<file path="src/rtl/tcp_pkg.sv">
// Shared types for the TCP transmit arbiter: FSM state encoding and the
// default IP header bundle width.
package tcp_pkg;
  localparam int HDR_WIDTH_DEF = 96;

  typedef enum logic [1:0] {
    IDLE    = 2'd0,
    HDR     = 2'd1,
    PAYLOAD = 2'd2
  } arb_state_e;
endpackage

</file>
<file path="src/rtl/rr_arbiter.sv">
// Combinational round-robin winner search: the scan starts at the requester
// after the last grant (stream 0 when no grant has been recorded yet).
module rr_arbiter #(
  parameter int N = 4
) (
  input  logic [N-1:0] i_req,
  input  logic [N-1:0] i_last_grant,
  output logic [N-1:0] o_grant
);
  int w_start;

  always_comb begin
    w_start = 0;
    for (int i = 0; i < N; i++)
      if (i_last_grant[i]) w_start = (i + 1) % N;
    o_grant = '0;
    // Walk distances from far to near so the nearest requester wins.
    for (int k = N - 1; k >= 0; k--)
      for (int i = 0; i < N; i++)
        if (i_req[i] && (i == (w_start + k) % N)) begin
          o_grant    = '0;
          o_grant[i] = 1'b1;
        end
  end
endmodule

</file>
<file path="src/rtl/tcp_tx_arbiter.sv">
// Round-robin merge of NUM_STREAMS header+payload TCP transmit streams onto one
// output. Optional payload stall abort is enabled by TCP_TX_ARB_TIMEOUT_EN.
module tcp_tx_arbiter
  import tcp_pkg::*;
#(
  parameter int NUM_STREAMS    = 4,
  parameter int DATA_WIDTH     = 8,
  parameter int HDR_WIDTH      = HDR_WIDTH_DEF,
  parameter int TIMEOUT_CYCLES = 1024
) (
  input  logic                              i_clk,
  input  logic                              i_rst_n,
  input  logic [NUM_STREAMS-1:0]            s_hdr_valid,
  output logic [NUM_STREAMS-1:0]            s_hdr_ready,
  input  logic [NUM_STREAMS*HDR_WIDTH-1:0]  s_hdr_data,
  input  logic [NUM_STREAMS*DATA_WIDTH-1:0] s_axis_tdata,
  input  logic [NUM_STREAMS-1:0]            s_axis_tvalid,
  input  logic [NUM_STREAMS-1:0]            s_axis_tlast,
  output logic [NUM_STREAMS-1:0]            s_axis_tready,
  output logic                              m_hdr_valid,
  input  logic                              m_hdr_ready,
  output logic [HDR_WIDTH-1:0]              m_hdr_data,
  output logic [DATA_WIDTH-1:0]             m_axis_tdata,
  output logic                              m_axis_tvalid,
  input  logic                              m_axis_tready,
  output logic                              m_axis_tlast,
  output logic                              m_axis_tuser,
  output logic [NUM_STREAMS-1:0]            o_grant
);
  localparam int IW = $clog2(NUM_STREAMS);

  arb_state_e             r_state, w_state_nxt;
  logic [NUM_STREAMS-1:0] r_grant, r_last, w_rr_grant;
  logic [IW-1:0]          w_idx;
  logic                   w_sel_tvalid, w_sel_tlast, w_abort;

  rr_arbiter #(.N(NUM_STREAMS)) u_rr (
    .i_req        (s_hdr_valid),
    .i_last_grant (r_last),
    .o_grant      (w_rr_grant)
  );

  always_comb begin
    w_idx = '0;
    for (int i = 0; i < NUM_STREAMS; i++)
      if (r_grant[i]) w_idx = IW'(i);
  end

  assign w_sel_tvalid = s_axis_tvalid[w_idx];
  assign w_sel_tlast  = s_axis_tlast[w_idx];
  assign o_grant      = r_grant;

`ifdef TCP_TX_ARB_TIMEOUT_EN
  localparam int TMO_W = $clog2(TIMEOUT_CYCLES + 1);
  logic [TMO_W-1:0] r_tmo_cnt;
  logic             w_beat_acc;

  assign w_beat_acc = (r_state == PAYLOAD) && !w_abort && w_sel_tvalid && m_axis_tready;
  assign w_abort    = (r_state == PAYLOAD) && (r_tmo_cnt == TMO_W'(TIMEOUT_CYCLES));

  // Counts consecutive idle payload cycles of the owner; saturates once the abort beat is up.
  always_ff @(posedge i_clk or negedge i_rst_n) begin
    if (!i_rst_n)                    r_tmo_cnt <= '0;
    else if (r_state != PAYLOAD)     r_tmo_cnt <= '0;
    else if (w_beat_acc)             r_tmo_cnt <= '0;
    else if (!w_abort && !w_sel_tvalid) r_tmo_cnt <= r_tmo_cnt + 1'b1;
  end
`else
  assign w_abort = 1'b0;
`endif

  always_ff @(posedge i_clk or negedge i_rst_n) begin
    if (!i_rst_n) r_state <= IDLE;
    else          r_state <= w_state_nxt;
  end

  always_comb begin
    w_state_nxt   = r_state;
    s_hdr_ready   = '0;
    s_axis_tready = '0;
    m_hdr_valid   = 1'b0;
    m_hdr_data    = '0;
    m_axis_tvalid = 1'b0;
    m_axis_tdata  = '0;
    m_axis_tlast  = 1'b0;
    m_axis_tuser  = 1'b0;
    case (r_state)
      IDLE: if (|s_hdr_valid) w_state_nxt = HDR;
      HDR: begin
        m_hdr_valid = s_hdr_valid[w_idx];
        m_hdr_data  = s_hdr_data[w_idx*HDR_WIDTH +: HDR_WIDTH];
        s_hdr_ready = r_grant & {NUM_STREAMS{m_hdr_ready}};
        if (s_hdr_valid[w_idx] && m_hdr_ready) w_state_nxt = PAYLOAD;
      end
      PAYLOAD: begin
        if (w_abort) begin
          // Synthetic error-terminated beat; the stalled owner stays held off.
          m_axis_tvalid = 1'b1;
          m_axis_tlast  = 1'b1;
          m_axis_tuser  = 1'b1;
          if (m_axis_tready) w_state_nxt = IDLE;
        end else begin
          m_axis_tvalid = w_sel_tvalid;
          m_axis_tdata  = s_axis_tdata[w_idx*DATA_WIDTH +: DATA_WIDTH];
          m_axis_tlast  = w_sel_tlast;
          s_axis_tready = r_grant & {NUM_STREAMS{m_axis_tready}};
          if (w_sel_tvalid && w_sel_tlast && m_axis_tready) w_state_nxt = IDLE;
        end
      end
      default: w_state_nxt = IDLE;
    endcase
  end

  // r_last of zero means no history, so the search starts at stream 0.
  always_ff @(posedge i_clk or negedge i_rst_n) begin
    if (!i_rst_n) begin
      r_grant <= '0;
      r_last  <= '0;
    end else if (r_state == IDLE && w_state_nxt == HDR) begin
      r_grant <= w_rr_grant;
      r_last  <= w_rr_grant;
    end else if (r_state == PAYLOAD && w_state_nxt == IDLE) begin
      r_grant <= '0;
    end
  end
endmodule
</file>
<file path="config.mk">
export PLATFORM = sky130hd
export DESIGN_NAME = tcp_tx_arbiter
export DESIGN_NICKNAME = d
export VERILOG_FILES = /design/src/rtl/tcp_pkg.sv /design/src/rtl/rr_arbiter.sv /design/src/rtl/tcp_tx_arbiter.sv
export SDC_FILE = /design/constraint.sdc
export NUM_CORES = 1
export LEC_CHECK = 0
export CAP_MARGIN = 5
export CORE_AREA = 4 4 214 216
export CTS_CLUSTER_DIAMETER = 80
export CTS_CLUSTER_SIZE = 16
export DETAILED_ROUTE_END_ITERATION = 7
export DIE_AREA = 0 0 218 220
export GPL_ROUTABILITY_DRIVEN = 0
export SYNTH_ARGS = -nofsm -noshare
export SYNTH_HDL_FRONTEND = slang
export SYNTH_SLANG_ARGS = --single-unit
</file>
<file path="constraint.sdc">
create_clock -name i_clk -period 2 [get_ports i_clk]
set_clock_uncertainty 0.05 [all_clocks]
set_input_delay 0.6 -clock i_clk [delete_from_list [all_inputs] [get_ports i_clk]]
set_output_delay 0.6 -clock i_clk [all_outputs]
set_load 0.005 [all_outputs]
</file>
# [After elaboration in Yosys (flattened, before gate mapping)]
# Cells that the tools add are included.
[totals] regBits=10 inputBits=432 out_inout_bits=120 word_cells=106
[classes] n_addsub=3 multipliers=1 order_cmp=1 n_eq_ne=15 shift=2 muxes=42 bitwise=6 n_reduce_logical=33
[ops] cell="$shiftx 384x10->96" n=1
[ops] cell="$logic_not 32->1" n=4
[ops] cell="$mux 96" n=1
[ops] cell="$mux 4" n=17
[ops] cell="$shiftx 32x6->8" n=1
[ops] cell="$eq 3x3->1 const A" n=8
[ops] cell="$logic_and 1x1->1" n=21
[ops] cell="$mux 2" n=9
[ops] cell="$eq 2x3->1 const A" n=4
[ops] cell="$mux 1" n=9
[ops] cell="$and 4x4->4" n=2
[ops] cell="$mux 8" n=1
[ops] cell="$reduce_or 2->1" n=4
[ops] cell="$bmux 1 s2" n=3
[ops] cell="$pmux 2 s3" n=1
[ops] cell="$add 2x2->2 const B" n=2
[ops] cell="$and 1x1->1 const A" n=4
[ops] cell="$eq 2x1->1 const B" n=2
[ops] cell="$logic_not 2->1" n=2
[ops] cell="$mul 2x2->4 const B" n=1
[ops] cell="$reduce_or 4->1" n=1
[ops] cell="$lt 2x3->1 const B" n=1
[ops] cell="$mux 3" n=1
[ops] cell="$add 2x1->2 const B" n=1
[ops] cell="other kinds (2)" n=2

# [Logic depth before layout (Yosys ltp)]
# Gate-level depths: netlist of run 1.
[depth] depth_word=26 mapped_depth=7 mapped_depth_nobuf=4

# [By module]
# A second synthesis of run 1 with hierarchy kept.
[unflattened] cells_unflattened=690 area_unflattened_um2=4674.5
[by_module_without_submodules] module="tcp_tx_arbiter" n_inst=1 cells_each=651 area_per_inst_um2=4410.5 seq_area_each_um2=250.2
[by_module_without_submodules] module="rr_arbiter" n_inst=1 cells_each=39 area_per_inst_um2=264.0 seq_area_each_um2=0.0

# [Least setup slack after synthesis of run 1]
# Ideal clock, no wire load.
[synth_path] kind="register -> output" start="reg r_grant[3] (netlist: o_grant[3])" end="out m_hdr_data[53]" t_arrival_ns=1.360 required_time_ns=1.350 path_slack_ns=-0.010 stages_incl_launch_ff=7 path_buffers=3 path_cell_list="dfrtp_1 buf_2 inv_2 buf_2 buf_2 mux2i_1 nor2_1"
[synth_between] elab_chain_len=4
[synth_rtl] item="start: declaration" line_no="tcp_tx_arbiter.sv:33" rtl="logic [NUM_STREAMS-1:0] r_grant, r_last, w_rr_grant;"
[synth_rtl] item="start signal: assignment" line_no="tcp_tx_arbiter.sv:120" rtl="r_grant <= w_rr_grant;"
[synth_rtl] item="$mux 2" line_no="tcp_tx_arbiter.sv:46" rtl="if (r_grant[i]) w_idx = IW'(i);"
[synth_rtl] item="$mul 2x2->4" line_no="tcp_tx_arbiter.sv:91" rtl="m_hdr_data = s_hdr_data[w_idx*HDR_WIDTH +: HDR_WIDTH];"
[synth_rtl] item="$shiftx 384x10->96" line_no="tcp_tx_arbiter.sv:91"
[synth_rtl] item="$mux 96" line_no="tcp_tx_arbiter.sv:87" rtl="case (r_state)"
[synth_rtl] item="end: declaration" line_no="tcp_tx_arbiter.sv:22" rtl="output logic [HDR_WIDTH-1:0] m_hdr_data,"
# No other way between the ends.

# [Worst setup path after layout of run 1]
[layout_path] start="reg r_grant[1] (netlist: o_grant[1])" end="out m_hdr_data[55]"
[layout_between] elab_chain_len=6
[layout_rtl] item="$mux 1" line_no="tcp_tx_arbiter.sv:46"
[layout_rtl] item="$mux 2 (2 in a row)" line_no="tcp_tx_arbiter.sv:46"
[layout_rtl] item="$mul 2x2->4" line_no="tcp_tx_arbiter.sv:91"
[layout_rtl] item="$shiftx 384x10->96" line_no="tcp_tx_arbiter.sv:91"
[layout_rtl] item="$mux 96" line_no="tcp_tx_arbiter.sv:87"
# No other way between the ends.

==> run summary, run 1 <==
crit share post-route: 1.27
drc violations: 0
net count after synthesis: 1117
Initial Utilization: 0.102
max cap viols: 0
final setup vio count: 108
RSZ-0062 raised after global routing: true
register area share after synthesis: 0.0560
non-filler cells, final: 1904
Synth top area share: 0.468
Die Span X: 218 um
clock root buffer master: clkbuf_16
Leak: 5.44 nW
Synth Register Bits: 10
I/O pin total: 552
Mapped Area: 4470 um^2
first-pass GRT wire length: 44300 um
relative slew slack: 0.594
cts hold-fix bufs: 0
most common cell after layout, fill and taps aside: clkdlybuf4s50_1
primary flip-flop cell chosen by synthesis mapping: dfrtp_1
largest net degree at the start of global routing: 56
Hold Fails Final Rpt: 0
antenna violations before repair: 1
TritonCTS Buffers: 3
Diodes inserted: 0
DIE AREA: 48000 um^2
failing checks: setup timing
leading cell types by total area after synthesis: mux2i_1 47%, o21ai_0 12%, nand2_1 9.5%
drt total wl: 32700 um
library cells used by synthesis: 44
DR vias/cell: 3.90
Core Rows: 77
Fmax: 395 MHz
Tmin final: 2.53 ns
Crit Path Class: reg2out
Yosys top cell by area: mux2i_1
Synth Area per Inst: 6.52 um^2
pre-CTS WS: -1.00 ns
PortBufs: 550
Post-synth EDFFs: 0
Placeable Area: 43900 um^2
Die Y-Extent: 220 um
Detailed Place HPWL: 25100 um
total power divided by cell area: 1150 nW/um^2
fillers: 4733
Worst Tran Pin Value: 0.601 ns
CP Launch Type: flop
DR pass1 iterations: 4
Fin Setup TNS: -42.17 ns
setup ws final: -0.534 ns
crit-path max FO: 7
Worst-Skew Late Latency: 0.23 ns
vias in the first global route: 7496
DRT iter0 DRCs: 225
Vias: 7430
commonest non-fill, non-tap cells in the layout: 425 x clkdlybuf4s50_1, 189 x mux2i_1, 108 x nor2_1, 108 x buf_2, 107 x nand2_1
H-Tree Level Count: 1
Hold Path Class: reg2reg
average wire per standard cell: 17.2 um
Total Routing Usage GR: 0.118
Max VDD drop: 729 uV
Overflow after GRT: 0
Hold WS: 0.566 ns
Pins Over Slew Limit: 0
clock sink count: 10
kind of end point of the critical path: output port
async set-reset flop share out of synthesis: 1.00
Final ANT Viol Nets: 0
CP arrival: 1.88 ns
placed insts: 1861
nets: 1745
Synth Warn #: 0
Layout area overhead: 171%
CTS clk-pin slew, worst paths: 0.04 ns
layout cells sized above 1: 0.253
Worst Path Required: 1.35 ns
CTS tree: yes
Syn Inst Count: 685
status: complete, but fails checks
clk buf depth: 2
Overall Power: 13.9 mW
-- power by group --
part / internal [mW] / switching, mW / leakage [nW]
logic: 7.03 / 5.96 / 5.28
clock network: 0.300 / 0.0910 / 0.0442
registers: 0.314 / 0.175 / 0.122
total: 7.64 / 6.23 / 5.44
-- final timing paths --
| path | start | cells after the start | slack (ns) | to |
|---|---|---|---|---|
| max in group asynchronous | i_rst_n | 1 | 0.90 | o_grant[1] |
| min reg2reg | o_grant[0] | 2 | 0.57 | o_grant[0] |
| min in group asynchronous | i_rst_n | 1 | 0.64 | o_grant[0] |
| max reg2reg | o_grant[1] | 9 | 0.03 | o_grant[3] |
| min | o_grant[0] | 2 | 0.57 | o_grant[0] |
| max | o_grant[1] | 8 | -0.53 | m_hdr_data[55] |
-- critical path, cell delays in order (launching register included) --
cell	delay, ns
dfrtp_4	0.50
buf_12	0.16
buf_12	0.15
buf_6	0.11
mux2i_1	0.10
o21ai_1	0.12
mux2i_1	0.10
nor2_2	0.23
buf_2	0.16
-- synth_stat cells (3+ instances only) --
master and number:
and2_1 3, and3_1 8, buf_1 7, buf_2 21
clkbuf_1 33, dfrtp_1 10, inv_1 7, mux2i_1 209
nand2_1 113, nand3_1 3, nand4_1 3, nor2_1 110
nor2b_1 4, nor3_1 5, o21ai_0 109, o21ai_1 3
-- state kept, by name (all words and copies together) (netlist names) --
signal	flops
r_last	4
o_grant	4
r_state	2
-- through the flow --
| stage | area [um^2] | util |
|---|---|---|
| floorplan | 4470 | - |
| global placement | 11400 | 0.260 |
| detailed placement | 11400 | 0.260 |
| CTS | 11800 | 0.269 |
| global route | 12100 | 0.275 |
| finish | 12100 | 0.275 |
-- cells by family (layout without fill, tap and decap cells) --
group,after synthesis,in the layout,share of synthesized area
AO/OA/AOI/OAI,132,132,0.163
other,1,1,0.000839
AND/OR/NAND/NOR,259,259,0.238
buffers and inverters,73,700,0.0708
multiplexers,210,210,0.471
flip-flops,10,10,0.0560
-- layer usage --
metal / GRT usage / vias up / share of wire
li1: - / 3655 / -
met1: 0.144 / 3454 / 0.41
met2: 0.215 / 283 / 0.50
met3: 0.0265 / 36 / 0.072
met4: 0.0179 / 2 / 0.015
met5: 0 / - / 0.00034
-- layout make-up --
class                      count  area (um^2)  area share
clock buffer                   4         88.8     0.00735
multi-input combinational    602         4280       0.354
timing repair buffer         688         6690       0.553
sequential                    10          260      0.0215
tap                          592          741      0.0613
inverter                       8         35.0     0.00290
-- repair_timing --
item | 4_1_cts | 5_1_grt
gates cloned | 9 | 1
buffers inserted | 29 | 15
setup endpoints to repair | 122 | 120
resized for setup | 641 | 100
pin swaps | 57 | 76
Power figures use the tool's default switching activity.
==> run 2, diff against run 1 <==
--- a/config.mk
+++ b/config.mk
@@ -5,6 +5,7 @@
 export SDC_FILE = /design/constraint.sdc
 export NUM_CORES = 1
 export LEC_CHECK = 0
+export ABC_AREA = 0
 export CAP_MARGIN = 5
 export CORE_AREA = 4 4 214 216
 export CTS_CLUSTER_DIAMETER = 80
==> results of run 2 <==
Final layout, timing and power as in run 1 (identical DEF).
==> run 3, diff against run 2 <==
--- a/config.mk
+++ b/config.mk
@@ -8,6 +8,7 @@
 export ABC_AREA = 0
 export CAP_MARGIN = 5
 export CORE_AREA = 4 4 214 216
+export CTS_BUF_LIST = sky130_fd_sc_hd__clkbuf_8
 export CTS_CLUSTER_DIAMETER = 80
 export CTS_CLUSTER_SIZE = 16
 export DETAILED_ROUTE_END_ITERATION = 7
==> run summary, run 3 (synthesis gave the netlist of run 1 again) <==
status: complete, but fails checks
failing checks: setup timing
Comb pwr share: 0.947 (+0.010)
commonest non-fill, non-tap cells in the layout: 424 x clkdlybuf4s50_1, 187 x mux2i_1, 108 x nor2_1, 108 x buf_2, 93 x nand2_1
switching power: 6.39 mW (+2.5%)
Worst-Skew Late Latency: 0.24 ns (about the same)
Diodes inserted: 0 (unchanged)
Critical R2R Capture: o_grant[3]
clock root buffer master: clkbuf_8
Overflow after GRT: 0 (unchanged)
crit path to: m_hdr_data[55]
clk buf depth: 2 (unchanged)
Worst Path Buf+Inv: 4 (unchanged)
Total Routing Usage GR: 0.118 (-0.000202)
fillers: 4708 (-0.53%)
top layer in use: met5
Fmax: 394 MHz (-0.28%)
metal3 WL: 2600 um (+11%)
Core Rows: 77 (unchanged)
max cap viols: 0 (unchanged)
CP max stage delay: 0.51 ns (about the same)
post-route design area: 12300 um^2 (+2.1%)
worst reg2reg path depth: 9 (unchanged)
most common cell after layout, fill and taps aside: clkdlybuf4s50_1
Layout area overhead: 176%
CP Launch Type: flop
first-pass GRT wire length: 44300 um (-0.12%)
PortBufs: 550 (unchanged)
Worst Path Required: 1.35 ns (about the same)
DR WL met2: 16900 um (+2.1%)
average wire per standard cell: 17.4 um (+0.96%)
Placeable Area: 43900 um^2 (unchanged)
Vias: 7558 (+1.7%)
final setup vio count: 110 (+1.9%)
CP arrival: 1.89 ns (about the same)
setup ws final: -0.541 ns (-0.00702 ns)
Placement Cell Area: 11400 um^2 (unchanged)
Hold Path Class: reg2reg
DR vias/cell: 3.95 (+1.4%)
Tmin final: 2.54 ns (+0.00703 ns)
nets: 1752 (+0.40%)
Worst Tran Pin Value: 0.600 ns (-0.000471 ns)
kind of end point of the critical path: output port
stages on the worst setup path: 8 (unchanged)
Hold Fails Final Rpt: 0 (unchanged)
total power divided by cell area: 1140 nW/um^2 (-0.29%)
Seq pwr share: 0.035 (about the same)
Hold WS: 0.568 ns (+0.00215 ns)
antenna violations before repair: 1 (unchanged)
CTS tree: yes
non-filler cells, final: 1911 (+0.37%)
Initial Utilization: 0.102 (unchanged)
Met1 Wirelength: 13200 um (-1.1%)
drt total wl: 33200 um (+1.3%)
fin util: 0.281 (+0.00572)
Crit Path Class: reg2out
TritonCTS Buffers: 3 (unchanged)
Max VDD drop: 633 uV (-13%)
DIE AREA: 48000 um^2 (unchanged)
largest net degree at the start of global routing: 56 (unchanged)
Clk pwr share: 0.018 (-0.010)
Pins Over Slew Limit: 0 (unchanged)
crit share post-route: 1.27 (+0.00351)
layout cells sized above 1: 0.279 (+0.0260)
critical path, cell by cell: buf_12 > buf_12 > buf_6 > mux2i_1 > o21ai_1 > mux2i_1 > nor2_2 > buf_2
r2r setup slk: 0.07 ns (+0.04 ns)
CTS clk-pin slew, worst paths: 0.05 ns (about the same)
Worst path slowest cell: dfrtp_4
Hold Path Stages: 2 (unchanged)
crit-path max FO: 7 (unchanged)
CP Launch Point: o_grant[1]
clock sink count: 10 (unchanged)
Die Y-Extent: 220 um (unchanged)
RSZ-0062 raised after global routing: true
Final ANT Viol Nets: 0 (unchanged)
drc violations: 0 (unchanged)
pre-CTS WS: -1.00 ns (unchanged)
vias in the first global route: 7488 (-0.11%)
Largest delay share family, worst path: buffers and inverters
I/O pin total: 552 (unchanged)
relative slew slack: 0.594 (about the same)
R2R Path Start: o_grant[2]
Die Span X: 218 um (unchanged)
Detailed Place HPWL: 25100 um (unchanged)
placed insts: 1861 (unchanged)
H-Tree Level Count: 1 (unchanged)
Leak: 5.59 nW (+2.6%)
DR pass1 iterations: 4 (unchanged)
DRT iter0 DRCs: 200 (-11%)
cts hold-fix bufs: 0 (unchanged)
P_int: 7.73 mW (+1.2%)
sw frac: 0.452 (+0.00331)
-- run 3: cell count changes in the layout (fill, tap and decap cells not counted), moves of 3 or more --
cell	before	now
o21ai_1	95	82
nand2_2	5	11
nand2_4	1	9
clkbuf_8	1	4
nand2_1	107	93
buf_4	62	65
o21ai_2	10	21
-- run 3: power by group through the flow --
stage	logic [mW]	clock network, mW	registers (mW)
CTS	12.6	0.255	0.505
detailed placement	11.7	0	0.485
global placement	11.6	0	0.477
global route	14.4	0.261	0.503
finish	13.4	0.252	0.493
floorplan	5.29	0	0.359
-- run 3: what timing repair did --
action	4_1_cts	5_1_grt
endpoints found under the setup margin	122	120
resized for setup	640	144
buffers inserted	29	19
pin swaps	57	88
gates cloned	9	3
-- run 3: per-stage QoR --
stage | setup TNS (ns) | total power [mW]
6_report | -43.63 | 14.1
5_1_grt | -52.01 | 15.1
4_1_cts | -44.50 | 13.3
3_5_place_dp | -78.59 | 12.2
3_3_place_gp | -76.77 | 12.1
2_1_floorplan | -0.588 | 5.65
-- run 3: layout make-up --
| class | instances | area, um^2 | share of cell area |
|---|---|---|---|
| Timing Repair Buffer | 695 | 6810 | 0.552 |
| Multi-Input combinational cell | 602 | 4440 | 0.360 |
| Tap cell | 592 | 741 | 0.0600 |
| Sequential cell | 10 | 260 | 0.0211 |
| Clock buffer | 4 | 55.1 | 0.00446 |
| Inverter | 8 | 35.0 | 0.00284 |
-- run 3: worst min path at each step --
stage / end / from
floorplan: o_grant[0] / i_rst_n
global placement: r_last[0] / r_last[0]
detailed placement: o_grant[0] / o_grant[0]
CTS: o_grant[0] / o_grant[0]
global route: o_grant[0] / o_grant[0]
finish: o_grant[0] / o_grant[0]
-- run 3: tightest hold or removal path, delay by kind of cell, from the launching register on --
family,cells,cell delay (ns)
flip-flops,1,0.44
buffers and inverters,1,0.08
AO/OA/AOI/OAI,1,0.06
-- run 3: per-layer routing --
metal / track usage / up-vias
met5: 0 / -
met3: 0.0265 / 34
met2: 0.214 / 319
li1: - / 3677
met4: 0.0179 / 2
met1: 0.144 / 3526
